**src/rtl/fp32_pkg.sv**
```systemverilog
// Shared binary32 types, constants and field helpers
// for the vector-math datapath.
package fp32_pkg;

  typedef logic [31:0] float_t;

  localparam int     FP_BIAS     = 127;
  localparam float_t FP_QNAN     = 32'h7FC00000;
  localparam float_t FP_POS_INF  = 32'h7F800000;
  localparam float_t FP_NEG_INF  = 32'hFF800000;
  localparam float_t FP_POS_ZERO = 32'h00000000;

  typedef enum logic {
    ST_RUN  = 1'b0,
    ST_DONE = 1'b1
  } dp_state_e;

  function automatic logic fp_sign(float_t f);
    return f[31];
  endfunction

  function automatic logic [7:0] fp_exp(float_t f);
    return f[30:23];
  endfunction

  function automatic logic [22:0] fp_man(float_t f);
    return f[22:0];
  endfunction

endpackage

```
**src/rtl/vec_vec_to_scalar.sv**
```systemverilog
// Two float vectors in, one float scalar out,
// with the clock/reset that sequences the reduction.
interface vec_vec_to_scalar #(
  parameter int VECTOR_LEN = 4
);
  import fp32_pkg::*;

  logic                           clk;
  logic                           rst;
  logic [VECTOR_LEN-1:0][31:0]    vec1;
  logic [VECTOR_LEN-1:0][31:0]    vec2;
  float_t                         result;
  logic                           done;

  modport DUT (
    input  clk,
    input  rst,
    input  vec1,
    input  vec2,
    output result,
    output done
  );

endinterface

```
**src/rtl/fp_mul_add.sv**
```systemverilog
// y = round(round(a*b) + c), RNE, flush-to-zero,
// canonical quiet NaN on any invalid case.
module fp_mul_add
  import fp32_pkg::*;
(
  input  float_t a,
  input  float_t b,
  input  float_t c,
  output float_t y
);

  function automatic logic [4:0] lzc27(logic [26:0] v);
    logic [4:0] n;
    logic       f;
    n = 5'd0;
    f = 1'b0;
    for (int i = 26; i >= 0; i--) begin
      if (!f && v[i]) f = 1'b1;
      else if (!f) n = n + 5'd1;
    end
    return n;
  endfunction

  float_t              p;
  logic                a_z, a_i, a_n;
  logic                b_z, b_i, b_n;
  logic                ps, pg, pst;
  logic [47:0]         pm;
  logic [23:0]         pn;
  logic [24:0]         pr;
  logic signed [10:0]  pe;

  always_comb begin
    ps  = fp_sign(a) ^ fp_sign(b);
    a_z = fp_exp(a) == 8'd0;
    a_i = fp_exp(a) == 8'hFF && fp_man(a) == 23'd0;
    a_n = fp_exp(a) == 8'hFF && fp_man(a) != 23'd0;
    b_z = fp_exp(b) == 8'd0;
    b_i = fp_exp(b) == 8'hFF && fp_man(b) == 23'd0;
    b_n = fp_exp(b) == 8'hFF && fp_man(b) != 23'd0;
    pm  = {24'd0, 1'b1, fp_man(a)} * {24'd0, 1'b1, fp_man(b)};
    pe  = $signed({3'b000, fp_exp(a)})
        + $signed({3'b000, fp_exp(b)})
        - 11'(FP_BIAS);
    if (pm[47]) begin
      pn  = pm[47:24];
      pg  = pm[23];
      pst = |pm[22:0];
      pe  = pe + 11'sd1;
    end else begin
      pn  = pm[46:23];
      pg  = pm[22];
      pst = |pm[21:0];
    end
    pr = {1'b0, pn} + {24'd0, pg & (pst | pn[0])};
    if (pr[24]) pe = pe + 11'sd1;
    if (a_n || b_n || (a_i && b_z) || (a_z && b_i))
      p = FP_QNAN;
    else if (a_i || b_i)
      p = {ps, 8'hFF, 23'd0};
    else if (a_z || b_z)
      p = {ps, 31'd0};
    else if (pe >= 11'sd255)
      p = {ps, 8'hFF, 23'd0};
    else if (pe <= 11'sd0)
      p = {ps, 31'd0};
    else
      p = {ps, pe[7:0], pr[22:0]};
  end

  float_t              big, sml;
  logic                x_z, x_i, x_n;
  logic                c_z, c_i, c_n;
  logic                swap, diff, canc, rs;
  logic [7:0]          d8;
  logic [4:0]          sh, lz;
  logic [49:0]         sfull;
  logic [26:0]         bm, sm, nm;
  logic [27:0]         sum;
  logic [24:0]         rr;
  logic signed [10:0]  re;

  always_comb begin
    x_z   = fp_exp(p) == 8'd0;
    x_i   = fp_exp(p) == 8'hFF && fp_man(p) == 23'd0;
    x_n   = fp_exp(p) == 8'hFF && fp_man(p) != 23'd0;
    c_z   = fp_exp(c) == 8'd0;
    c_i   = fp_exp(c) == 8'hFF && fp_man(c) == 23'd0;
    c_n   = fp_exp(c) == 8'hFF && fp_man(c) != 23'd0;
    swap  = c[30:0] > p[30:0];
    big   = swap ? c : p;
    sml   = swap ? p : c;
    diff  = fp_sign(big) != fp_sign(sml);
    d8    = fp_exp(big) - fp_exp(sml);
    // 31 places already pushes every small bit into sticky
    sh    = (d8 > 8'd31) ? 5'd31 : d8[4:0];
    sfull = {1'b1, fp_man(sml), 26'd0} >> sh;
    sm    = {sfull[49:24], |sfull[23:0]};
    bm    = {1'b1, fp_man(big), 3'b000};
    re    = $signed({3'b000, fp_exp(big)});
    rs    = fp_sign(big);
    lz    = 5'd0;
    if (diff) begin
      sum = {1'b0, bm} - {1'b0, sm};
      lz  = lzc27(sum[26:0]);
      nm  = sum[26:0] << lz;
      re  = re - $signed({6'd0, lz});
    end else begin
      sum = {1'b0, bm} + {1'b0, sm};
      if (sum[27]) begin
        nm = {sum[27:2], sum[1] | sum[0]};
        re = re + 11'sd1;
      end else begin
        nm = sum[26:0];
      end
    end
    canc = diff && sum[26:0] == 27'd0;
    rr = {1'b0, nm[26:3]}
       + {24'd0, nm[2] & (nm[1] | nm[0] | nm[3])};
    if (rr[24]) re = re + 11'sd1;
    if (x_n || c_n || (x_i && c_i && fp_sign(p) != fp_sign(c)))
      y = FP_QNAN;
    else if (x_i)
      y = p;
    else if (c_i)
      y = c;
    else if (x_z && c_z)
      y = {fp_sign(p) & fp_sign(c), 31'd0};
    else if (x_z)
      y = c;
    else if (c_z)
      y = p;
    else if (canc)
      y = FP_POS_ZERO;
    else if (re >= 11'sd255)
      y = rs ? FP_NEG_INF : FP_POS_INF;
    else if (re <= 11'sd0)
      y = {rs, 31'd0};
    else
      y = {rs, re[7:0], rr[22:0]};
  end

  logic unused_hidden;
  assign unused_hidden = pr[23] ^ rr[23];

endmodule

```
**src/rtl/dot_product.sv**
```systemverilog
// Sequential fp32 dot product: one MAC per clock after
// reset release, then a sticky done with the held sum.
module dot_product
  import fp32_pkg::*;
(
  vec_vec_to_scalar.DUT bus
);

  localparam int unsigned N  = bus.VECTOR_LEN;
  localparam int unsigned IW = (N > 1) ? $clog2(N) : 1;

  dp_state_e       state_q, state_d;
  logic [IW-1:0]   idx_q, idx_d;
  float_t          acc_q, acc_d;
  float_t          mac_y;

  fp_mul_add u_mac (
    .a (bus.vec1[idx_q]),
    .b (bus.vec2[idx_q]),
    .c (acc_q),
    .y (mac_y)
  );

  always_comb begin
    state_d = state_q;
    idx_d   = idx_q;
    acc_d   = acc_q;
    unique case (state_q)
      ST_RUN: begin
        acc_d = mac_y;
        if (idx_q == IW'(N - 1)) state_d = ST_DONE;
        else idx_d = idx_q + 1'b1;
      end
      ST_DONE: begin
      end
    endcase
  end

  always_ff @(posedge bus.clk) begin
    if (bus.rst) begin
      state_q <= ST_RUN;
      idx_q   <= '0;
      acc_q   <= FP_POS_ZERO;
    end else begin
      state_q <= state_d;
      idx_q   <= idx_d;
      acc_q   <= acc_d;
    end
  end

  assign bus.result = acc_q;
  assign bus.done   = (state_q == ST_DONE);

endmodule

```
**src/flat_wrapper.sv**
```systemverilog
// flat-port wrapper written by rule: the top's interface ports become plain ports
module dot_product_flat import fp32_pkg::*;
  (bus_clk, bus_rst, bus_vec1, bus_vec2, bus_result, bus_done);
  vec_vec_to_scalar #(.VECTOR_LEN(4)) bus_i ();
  input wire logic [$bits(bus_i.clk)-1:0] bus_clk;
  input wire logic [$bits(bus_i.rst)-1:0] bus_rst;
  input wire logic [$bits(bus_i.vec1)-1:0] bus_vec1;
  input wire logic [$bits(bus_i.vec2)-1:0] bus_vec2;
  output wire logic [$bits(bus_i.result)-1:0] bus_result;
  output wire logic [$bits(bus_i.done)-1:0] bus_done;
  assign bus_i.clk = bus_clk;
  assign bus_i.rst = bus_rst;
  assign bus_i.vec1 = bus_vec1;
  assign bus_i.vec2 = bus_vec2;
  assign bus_result = bus_i.result;
  assign bus_done = bus_i.done;
  dot_product u_core (.bus(bus_i));
endmodule
```
**config.mk**
```make
export PLATFORM = sky130hd
export DESIGN_NAME = dot_product_flat
export DESIGN_NICKNAME = d
export VERILOG_FILES = /design/src/rtl/fp32_pkg.sv /design/src/rtl/vec_vec_to_scalar.sv /design/src/rtl/fp_mul_add.sv /design/src/rtl/dot_product.sv /design/src/flat_wrapper.sv
export SDC_FILE = /design/constraint.sdc
export NUM_CORES = 2
export LEC_CHECK = 0
export CORE_AREA = 5 5 344 346
export DETAILED_ROUTE_END_ITERATION = 10
export DIE_AREA = 0 0 349 351
export PLACE_DENSITY = 0.54
export SYNTH_ARGS = -nofsm -noshare
export SYNTH_HDL_FRONTEND = slang
export SYNTH_SLANG_ARGS = --single-unit
```
**constraint.sdc**
```tcl
create_clock -name bus_clk -period 84.7 [get_ports bus_clk]
set_input_delay 16.94 -clock bus_clk [delete_from_list [all_inputs] [get_ports bus_clk]]
set_output_delay 16.94 -clock bus_clk [all_outputs]
set_load 0.05 [all_outputs]
```
==> key figures <==
Synth
  – Most used DFF post-synth: dfxtp_1
  – Sequential share of the synthesized area: 0.0175
  – Flops & latches, synth: 35
  – Cell area after synthesis: 40000 um2
  – Synth warnings: 0
  – Post-Syn Instances: 5378
  – Average size of a mapped cell: 7.43 um2
  – Count of different cell masters after synthesis: 135
  – Share of Yosys cell area claimed by the top area cell type: 0.243
  – Number of synthesized flops with an enable pin: 0
  – Share of flip-flops with an asynchronous set or reset: 0
  – Leading cell types by total area after synthesis: fa_1, ha_1, inv_1, nand2_1, nor2_1
  – Top cell type by total area after synthesis: fa_1

Setup path
  – Slowest stage cell, crit path: and4_1
  – Category of the worst setup path capture point: flip-flop
  – Crit-path leading delay family: compound AO/OA/AOI/OAI gates
  – Max Fanout on Critical Path: 45
  – Kind of start point of the critical path: input port
  – Endpoint of the worst-slack reg-to-reg timing path: u_core.bus.result[2]
  – Data arrival time of the critical path: 63.62 ns
  – FF-to-FF path depth: 186
  – WS Path Type: input port to flip-flop
  – Worst Path Buf+Inv: 15
  – Setup slack of the worst register-to-register path: 37.10 ns
  – Longest individual stage delay on the worst path: 1.10 ns
  – Origin of the critical flop-to-flop path: u_core.idx_q[0]
  – CP required: 84.87 ns
  – Most common cell on crit path: ha_1

Timing
  – Setup TNS Final: 0 ns
  – Transition time at the pin with the least slew margin: 1.35 ns
  – Number of setup violations in the final report: 0
  – Final clock skew: 0.00781 ns
  – Slew Viols, Final: 0
  – Minimum clock period: 63.44 ns
  – Slew headroom: 0.0969
  – Final WS setup: 21.26 ns
  – Hold Worst Slack: 0.536 ns
  – Ratio of final minimum period to clock period: 0.749
  – F_max: 15.8 MHz
  – Final hold violations: 0
  – RSZ-0062 raised after global routing: no

Clock tree
  – Clock net sink count: 35
  – TritonCTS clock tree: done
  – Clock root buffer master: clkbuf_16
  – Largest buffer count on any clock path: 2
  – Number of CTS-inserted buffers: 5
  – Clock insertion delay at the later pin of the skew report: 0.29 ns
  – Post-cts repair resize count: 0
  – Clock input transition at the sequential cells of the worst setup and hold paths: 0.06 ns
  – Hold-fix buffers, CTS: 0
  – Post-CTS setup buffer count: 0
  – Total number of H-tree levels: 2

Route
  – Total via count after detailed routing: 40011
  – Routed via count divided by cell count: 5.72
  – DR pass1 iterations: 7
  – Post-detailed-route DRC marker count: 0
  – Final ANT Viol Nets: 0
  – Number of DRC markers in iteration 0: 3792
  – Post-detailed-route wirelength per cell: 22.9 um
  – Overall routed net length: 161000 um

Layout
  – Fraction of layout instances using a drive strength above 1: 0.0639
  – Total of fill cells in the finished design: 12238
  – Area Growth Syn to Fin: 11.3%
  – Final instance area: 44500 um2
  – NumNets Final: 6523

Floorplan
  – Effective utilization at floorplan: 0.347
  – Die ar.: 122000 um2
  – Core Rows: 125
  – Horiz. Die Dim: 349 um
  – Core Footprint: 115000 um2
  – Number of primary I/O pins: 291
  – Height of the die: 351 um

Place
  – Worst slack, placed: 21.24 ns
  – Detailed placer's ending HPWL: 130000 um
  – Area after detailed placement: 44300 um2
  – Number of buffers inserted by port buffering: 290
  – Weighted congestion at the end of routability-driven global placement: 0.971

Worst hold path
  – HP Class: flip-flop to flip-flop
  – Count of cells along the worst hold path: 2
  – Worst min-delay path startpoint: u_core.bus.result[31]
  – Worst-case hold path end point: u_core.bus.result[31]

GRT
  – Global route total overflow: 0
  – Largest net degree at the start of global routing: 57
  – Number of global-route vias before repair: 39892
  – Number of antenna violations at the first check in global routing: 2
  – Wire length of the first global-routing pass: 244000 um
  – Total routing resource utilization after global routing: 0.253

Job
  – Count of max-cap constraint violations: 0

Run status
  – Result of the run: finished, final reports clean
how the worst max path moves through the flow:
stage | endpoint | cells after the start | slack (ns) | startpoint
floorplan | u_core.bus.result[16] | 208 | 27.37 | bus_vec2[32]
global placement | u_core.bus.result[2] | 185 | 21.88 | bus_vec2[43]
detailed placement | u_core.bus.result[2] | 186 | 21.24 | bus_vec2[43]
CTS | u_core.bus.result[2] | 185 | 21.38 | bus_vec2[43]
global route | u_core.bus.result[2] | 189 | 17.73 | bus_vec1[74]
finish | u_core.bus.result[2] | 184 | 21.26 | bus_vec2[76]
cells by family (layout without fill, tap and decap cells):
logic type                 after synthesis  in the layout  share of synthesized area
and+or+nand+nor                       1943           1943                      0.227
AOI/OAI and AO/OA                     1094           1094                      0.192
buffers and inverters                 1054           1132                      0.102
adders and majority gates              790            790                      0.339
muxes                                  249            249                     0.0733
xor gates and xnor gates               212            212                     0.0498
DFF                                     35             35                     0.0175
other                                    1             22                  0.0000939
cells in the mapped netlist, types with 13 or more instances:
| master | instances |
|---|---|
| inv_1 | 732 |
| nand2_1 | 679 |
| nor2_1 | 594 |
| fa_1 | 485 |
| ha_1 | 305 |
| a21oi_1 | 255 |
| clkbuf_1 | 217 |
| o21ai_0 | 192 |
| mux2i_1 | 147 |
| xnor2_1 | 137 |
| nand3_1 | 111 |
| nor3_1 | 97 |
| mux2_2 | 72 |
| and2_1 | 67 |
| nand4_1 | 64 |
| xor2_1 | 62 |
| nor4_1 | 59 |
| a21o_1 | 57 |
| buf_2 | 49 |
| a31oi_1 | 45 |
| and3_1 | 42 |
| o21a_1 | 42 |
| o21ai_1 | 42 |
| o21bai_1 | 42 |
| nand2b_1 | 41 |
| a211oi_1 | 39 |
| o211ai_1 | 39 |
| dfxtp_1 | 35 |
| or3_1 | 35 |
| buf_1 | 30 |
| nor2b_1 | 28 |
| a221o_1 | 27 |
| mux4_2 | 27 |
| or2_2 | 25 |
| a22o_1 | 24 |
| a311oi_1 | 21 |
| nor3b_1 | 19 |
| a21boi_0 | 18 |
| a22oi_1 | 17 |
| o31ai_1 | 15 |
| o22ai_1 | 14 |
| clkinv_1 | 13 |
worst register-to-register path: cells and delay by family, from the launching register on:
| family | cells | cell delay [ns] |
|---|---|---|
| buf+inv | 18 | 3.89 |
| simple gates | 46 | 10.76 |
| compound gates | 66 | 14.63 |
| xor+xnor | 1 | 0.21 |
| mux | 18 | 4.38 |
| fa+ha+maj | 37 | 12.93 |
| flops | 1 | 0.73 |
registers in the layout, summed over array words and instances (netlist names):
name / flops
u_core.bus.done: 1
u_core.bus.result: 32
u_core.idx_q: 2
final cells by class:
class	instances	area, um2	area share
Sequential cell	35	708	0.0159
Clock buffer	6	129	0.00290
Antenna cell	1	2.50	0.0000563
Tap cell	1524	1910	0.0429
Multi-Input combinational cell	4309	35400	0.795
Inverter	747	2800	0.0630
Clock inverter	2	11.3	0.000253
Timing Repair Buffer	377	3560	0.0799
per-stage QoR:
| stage | cells | utilization |
|---|---|---|
| after CTS | 7000 | 0.386 |
| after global placement | 6992 | 0.385 |
| after floorplan | 5398 | - |
| after detailed placement | 6992 | 0.385 |
| after global routing | 7001 | 0.386 |
| final | 7001 | 0.386 |
routing by layer:
metal	share of wire	vias to the layer above	routed length, um	GRT usage
met3	0.063	224	10200	0.0258
met2	0.47	1500	76200	0.434
met4	0.034	0	5510	0.0663
li1	-	18341	-	-
met1	0.43	19946	68600	0.341
met5	0	-	0	0
layout by cell type (no fill, tap or decap), drive strengths merged, types with 100 or more instances in the layout:
cell           netlist  routed
clkdlybuf4s50        0     290
nor2               596     596
nand2              682     682
a21oi              257     257
mux2i              148     148
inv                734     735
xnor2              145     145
nand3              114     114
o21ai              237     237
fa                 485     485
nor3               100     100
ha                 305     305
Power is not shown: default switching activity piles up to over one toggle a cycle in this logic, so the estimate is an artifact.
